File: config.mk
export PLATFORM = sky130hd
export DESIGN_NAME = mem_arbiter
export DESIGN_NICKNAME = d
export VERILOG_FILES = /design/src/rtl/mem_arbiter.sv
export SDC_FILE = /design/constraint.sdc
export NUM_CORES = 1
export LEC_CHECK = 0
export CORE_MARGIN = 4
export CORE_UTILIZATION = 38
export DETAILED_ROUTE_END_ITERATION = 7
export PLACE_DENSITY = 0.8
export SYNTH_ARGS = -nofsm -noshare
export SYNTH_HDL_FRONTEND = slang
export SYNTH_SLANG_ARGS = --single-unit
File: constraint.sdc
create_clock -name clk -period 1.5 [get_ports clk]
set_input_delay 0.15 -clock clk [delete_from_list [all_inputs] [get_ports clk]]
set_output_delay 0.15 -clock clk [all_outputs]
set_load 0.01 [all_outputs]
File: src/rtl/mem_arbiter.sv
// Two-requester (fetch/data) arbiter onto one registered memory port, with a
// two-stage response pipeline. Define ARB_STARVE_GUARD_EN for the fetch anti-starvation counter.
module mem_arbiter #(
  parameter int unsigned STARVE_LIMIT = 4
) (
  input  logic        clk,
  input  logic        rst,
  input  logic        i_req,
  input  logic [31:0] i_addr,
  output logic        i_gnt,
  output logic        i_rvalid,
  output logic [31:0] i_rdata,
  input  logic        d_req,
  input  logic        d_we,
  input  logic [1:0]  d_width,
  input  logic [31:0] d_addr,
  input  logic [31:0] d_wdata,
  output logic        d_gnt,
  output logic        d_rvalid,
  output logic [31:0] d_rdata,
  output logic        d_err,
  output logic        m_re,
  output logic        m_we,
  output logic [1:0]  m_width,
  output logic [31:0] m_addr,
  output logic [31:0] m_wdata,
  input  logic [31:0] m_rdata
);

  localparam logic [1:0] W_HALF = 2'd1;
  localparam logic [1:0] W_WORD = 2'd2;
  localparam logic [1:0] W_BAD  = 2'd3;
  localparam logic [3:0] LIMIT  = 4'(STARVE_LIMIT);

  typedef struct packed {
    logic        re;
    logic        we;
    logic [1:0]  width;
    logic [31:0] addr;
    logic [31:0] wdata;
  } mem_cmd_t;

  typedef struct packed {
    logic        is_d;
    logic        err;
  } tag_t;

  typedef struct packed {
    logic        i_rvalid;
    logic [31:0] i_rdata;
    logic        d_rvalid;
    logic [31:0] d_rdata;
    logic        d_err;
  } rsp_t;

  logic       i_gnt_c, d_gnt_c, starve_hit, d_mis;
  mem_cmd_t   cmd_d, cmd_q;
  tag_t       tag_d, tag_q;
  rsp_t       rsp_d, rsp_q;
  // [0]: access sitting on the memory port, [1]: response being presented
  logic [1:0] vld_pipe_d, vld_pipe_q;

`ifdef ARB_STARVE_GUARD_EN
  logic [3:0] cnt_d, cnt_q;

  assign starve_hit = (cnt_q == LIMIT);

  always_comb begin
    cnt_d = cnt_q;
    if (!i_req || i_gnt_c) cnt_d = 4'd0;
    else if (d_gnt_c)      cnt_d = cnt_q + 4'd1;
  end

  always_ff @(posedge clk) begin
    if (rst) cnt_q <= 4'd0;
    else     cnt_q <= cnt_d;
  end
`else
  logic unused_limit;
  assign unused_limit = ^LIMIT;
  assign starve_hit   = 1'b0;
`endif

  // Data normally wins; the guard hands one slot to fetch once the limit is hit.
  always_comb begin
    i_gnt_c = 1'b0;
    d_gnt_c = 1'b0;
    if (!rst) begin
      if (i_req && d_req && starve_hit) i_gnt_c = 1'b1;
      else if (d_req)                   d_gnt_c = 1'b1;
      else if (i_req)                   i_gnt_c = 1'b1;
    end
  end

  assign i_gnt = i_gnt_c;
  assign d_gnt = d_gnt_c;

  always_comb begin
    d_mis = 1'b0;
    case (d_width)
      W_HALF:  d_mis = d_addr[0];
      W_WORD:  d_mis = (d_addr[1:0] != 2'b00);
      W_BAD:   d_mis = 1'b1;
      default: d_mis = 1'b0;
    endcase
  end

  // Stage 1: build the memory command for the granted requester.
  always_comb begin
    cmd_d         = '0;
    tag_d         = '0;
    vld_pipe_d[0] = i_gnt_c | d_gnt_c;
    if (i_gnt_c) begin
      cmd_d.re    = 1'b1;
      cmd_d.width = W_WORD;
      cmd_d.addr  = i_addr;
    end else if (d_gnt_c) begin
      tag_d.is_d = 1'b1;
      if (d_mis) begin
        tag_d.err = 1'b1;
      end else begin
        cmd_d.re    = ~d_we;
        cmd_d.we    = d_we;
        cmd_d.width = d_width;
        cmd_d.addr  = d_addr;
        cmd_d.wdata = d_we ? d_wdata : 32'h0;
      end
    end
  end

  // Stage 2: route captured read data (or ack/error) back to the owner.
  always_comb begin
    rsp_d         = '0;
    vld_pipe_d[1] = vld_pipe_q[0];
    if (vld_pipe_q[0]) begin
      if (tag_q.is_d) begin
        rsp_d.d_rvalid = 1'b1;
        rsp_d.d_err    = tag_q.err;
        rsp_d.d_rdata  = cmd_q.re ? m_rdata : 32'h0;
      end else begin
        rsp_d.i_rvalid = 1'b1;
        rsp_d.i_rdata  = m_rdata;
      end
    end
  end

  always_ff @(posedge clk) begin
    if (rst) begin
      cmd_q      <= '0;
      tag_q      <= '0;
      rsp_q      <= '0;
      vld_pipe_q <= '0;
    end else begin
      cmd_q      <= cmd_d;
      tag_q      <= tag_d;
      rsp_q      <= rsp_d;
      vld_pipe_q <= vld_pipe_d;
    end
  end

  // Outputs are forced quiet for the whole reset cycle, including work already in flight.
  assign m_re     = cmd_q.re & ~rst;
  assign m_we     = cmd_q.we & ~rst;
  assign m_width  = rst ? 2'd0  : cmd_q.width;
  assign m_addr   = rst ? 32'h0 : cmd_q.addr;
  assign m_wdata  = rst ? 32'h0 : cmd_q.wdata;
  assign i_rvalid = rsp_q.i_rvalid & ~rst;
  assign i_rdata  = rst ? 32'h0 : rsp_q.i_rdata;
  assign d_rvalid = rsp_q.d_rvalid & ~rst;
  assign d_rdata  = rst ? 32'h0 : rsp_q.d_rdata;
  assign d_err    = rsp_q.d_err & ~rst;

endmodule

==> impl_summary.md <==
Timing
The worst max-slew margin expressed relative to the limit is 74.3%. The count of endpoints failing setup in the final report is 0. The number of hold violations in the final report is 0. The post-route clock period utilization is 95.8%. For the final database, setup skew stands at 7.03 ps. Setup repair after global routing left no endpoint under its margin. For the pin with the worst max-slew slack, the measured transition is 386 ps. The total negative slack for setup checks is 0 ps. The total count of max-transition violations in the final report came to 0. Static timing analysis puts the maximum clock frequency at 0.696 GHz.

The minimum clock period is 1440 ps.

Flow run
The count of max-cap constraint violations is 0.

Synth
The number of synthesized flops with an enable pin is 0. The mean instance size in the synthesized netlist is 10.5 um^2. Sequential cells were found to cover 57.6% of the synthesized design area. The cell count after synthesis came out at 455.

The most used standard cell by instance count after synthesis is sky130_fd_sc_hd__dfxtp_1. Summed over all instances, the cell type with the most area after synthesis is sky130_fd_sc_hd__dfxtp_1. The post-synthesis sequential element count is 138. The number of nets produced by synthesis is 590. The cell area that synthesis handed to floorplanning was 4800 um^2. The fraction of post-synthesis cell area in the top cell type by area is 57.6%. The Yosys step of the flow raised 0 warnings.

By area the synthesized netlist is led by sky130_fd_sc_hd__dfxtp_1 (58%), sky130_fd_sc_hd__nor2b_1 (18%), sky130_fd_sc_hd__and3_1 (8.5%). The prevailing post-synth register cell is sky130_fd_sc_hd__dfxtp_1. The count of different cell masters after synthesis is 18. After synthesis, the most frequently instantiated cells are sky130_fd_sc_hd__dfxtp_1 (138), sky130_fd_sc_hd__nor2b_1 (136), sky130_fd_sc_hd__and3_1 (65). After synthesis, the share of flip-flops with an asynchronous set or reset is 0%.

Drt
For this run, design rule violations remaining after detail routing come to 0. The count of TritonRoute iterations in the first routing pass is 4. The routed layout has 4083 vias.

Summed over all layers, the routed wires come to 14.1 mm. The post-route antenna net violation count is 0. After detailed routing, the average wire length per cell comes to 15.6 um. In the routed layout, each cell is associated on average with a via count of 4.53.

For this block, the initial DRC count from the detailed router was 230.

Min path
The startpoint identified for the worst hold timing path is rst. The class of the worst hold path is primary input to flop. The capture endpoint of the worst hold path is tag_q[1]. Counting instances, the worst hold path has a depth of 2.

Floorplan
The vertical die dimension is 120 um. The number of standard-cell rows in the floorplan is 40. The I/O pin count is 272. The starting utilization of the core area is 39.3%. The horizontal die dimension is 120 um.

After floorplanning, the core was sized to cover 12200 um^2. The die covers 14500 um^2.

Finish
The fill cell total of the finished layout is 1003. The area growth from synthesis to layout is 71.1%. The final net count is 855. Of the cells placed in the final design, the portion with a size suffix greater than 1 is 6.82%. At the end of the flow the core is filled with cells to 67.3%. The final instance count without filler cells is 901. The repair_antennas step left the layout with diodes totalling 0. With fillers left out, the area of the finished cells amounts to 8210 um^2.

Global route
The maximum number of pins on one net before global-route repair is 59. The number of antenna violations at the first check in global routing is 0. The first-pass GRT wire length is 21.2 mm. Across every metal layer, demand over resource in global routing totals 18.7%. The via count of the first global-routing pass was 4230. Summed over all layers, the global routing overflow is 0.

Critical path
The category of the most critical setup path is primary input to output pin. Data on the critical path is required at its endpoint by 1350 ps. Across all register-to-register paths, the minimum setup slack is 390 ps.

In this run the critical register-to-register path is launched from tag_q[1]. Of all nets on the critical path, the largest fanout is 3. The kind of launch point of the worst setup path is a primary input. The number of cells on the worst reg-to-reg path is 3. The worst setup path is captured at an output pin. STA puts the critical path data arrival time at 1290 ps. The worst flop-to-flop path endpoint is rsp_q[19].

Clocking
Clock tree synthesis found a total of 138 sinks. The later-pin clock latency in the skew report is 400 ps. The CTS tree is yes. The register clock-pin slew on the reported worst setup and hold paths is 50 ps. The buffer levels on the longest clock path is 2. The buffer count from post-CTS setup fixing is 0. In this run the number of H-tree levels came out at 4. CTS placed an instance of sky130_fd_sc_hd__clkbuf_16 at the clock tree root. Buffers inserted to repair hold after CTS numbered 0. In this run, CTS created clock tree buffers numbering 17. The total of cells resized after clock tree synthesis is 137.

Place
The count of port buffers added during placement is 271. The HPWL after detailed placement is 10.5 mm. Routability-driven placement finished with a final weighted congestion of 0.786.

After detailed placement, the total cell area comes to 7720 um^2. The number of placed instances, taps included, is 869.

Power and ir drop
The cell area power density is 1120 nW/um^2. The static leakage is 4.13 nW. The worst voltage drop across the vdd grid is 0.000463 V.

Status
The run finished with clean final reports.
-- where the power goes --
group | switching, mW | total [mW] | internal, mW
Combinational | 0.296 | 0.801 | 0.506
Clock | 1.52 | 4.60 | 3.08
Sequential | 0.0211 | 3.79 | 3.77
Total | 1.83 | 9.19 | 7.36
-- final cells by class --
type | instances | area (um^2) | area share [%]
clock inverters | 11 | 191 | 2.33
repair buffers | 284 | 2710 | 33.0
multi-input cells | 278 | 1860 | 22.7
well taps | 168 | 210 | 2.56
flip-flops and latches | 138 | 2760 | 33.6
clock buffers | 21 | 470 | 5.73
inverters | 1 | 3.75 | 0.0457
-- layout by cell type (no fill, tap or decap) --
master	synthesis	final
sky130_fd_sc_hd__buf_12	0	6
sky130_fd_sc_hd__buf_4	0	8
sky130_fd_sc_hd__and3b_1	1	1
sky130_fd_sc_hd__or2_2	1	1
sky130_fd_sc_hd__or3_4	1	1
sky130_fd_sc_hd__bufinv_16	0	5
sky130_fd_sc_hd__clkinv_2	0	2
sky130_fd_sc_hd__and2_1	35	35
sky130_fd_sc_hd__clkbuf_8	0	3
sky130_fd_sc_hd__clkbuf_1	27	1
sky130_fd_sc_hd__and2b_1	1	1
sky130_fd_sc_hd__clkdlybuf4s50_1	0	133
sky130_fd_sc_hd__nor3b_2	0	1
sky130_fd_sc_hd__clkinvlp_4	0	3
sky130_fd_sc_hd__a21boi_4	1	1
sky130_fd_sc_hd__a21o_1	3	3
sky130_fd_sc_hd__clkbuf_16	0	17
sky130_fd_sc_hd__and3_1	65	65
sky130_fd_sc_hd__a22o_1	32	32
sky130_fd_sc_hd__clkinv_4	0	1
sky130_fd_sc_hd__nor2b_1	136	136
sky130_fd_sc_hd__dlygate4sd2_1	0	137
sky130_fd_sc_hd__dfxtp_1	138	138
sky130_fd_sc_hd__nor3b_4	1	1
sky130_fd_sc_hd__inv_1	1	1
-- flip-flops by register name, indices dropped and copies added, names as in the netlist --
register,count
cmd_q,68
tag_q,2
vld_pipe_q,1
rsp_q,67
-- critical path: stages --
cell and delay, ps:
sky130_fd_sc_hd__clkdlybuf4s50_1 470, sky130_fd_sc_hd__nor3b_4 320, sky130_fd_sc_hd__dlygate4sd2_1 350
-- cell families (layout without fill, tap and decap cells) --
kind of cell	count (synthesis)	after routing	share of synthesized area [%]
AND/OR/NAND/NOR	242	242	32.0
flip-flops	138	138	57.6
buffers and inverters	39	317	3.73
AO/OA/AOI/OAI	36	36	6.70
-- how the worst max path moves through the flow --
stage                            to  startpoint  slack (ps)
after floorplan           cmd_q[66]  d_width[0]         380
after global placement        i_gnt       d_req        -270
after detailed placement      i_gnt       d_req        -250
after CTS                     i_gnt       d_req          40
after global routing          i_gnt       d_req          30
final                         i_gnt       d_req          60
-- per-stage QoR --
step	power, mW	hold slack [ps]	setup slack (ps)
after floorplan	4.14	260	376
after global placement	4.70	418	-269
after detailed placement	4.72	424	-247
after CTS	9.29	87.4	38.6
after global routing	9.49	99.9	27.9
final	9.19	101	63.2
-- per-layer routing --
layer / track usage [%] / wire, um / up-vias
li1: - / - / 2011
met1: 18.5 / 5160 / 1853
met2: 33.6 / 7130 / 191
met3: 8.65 / 1420 / 28
met4: 8.07 / 355 / 0
met5: 0 / 0 / -
No activity file was read; power rests on OpenSTA's default activity.
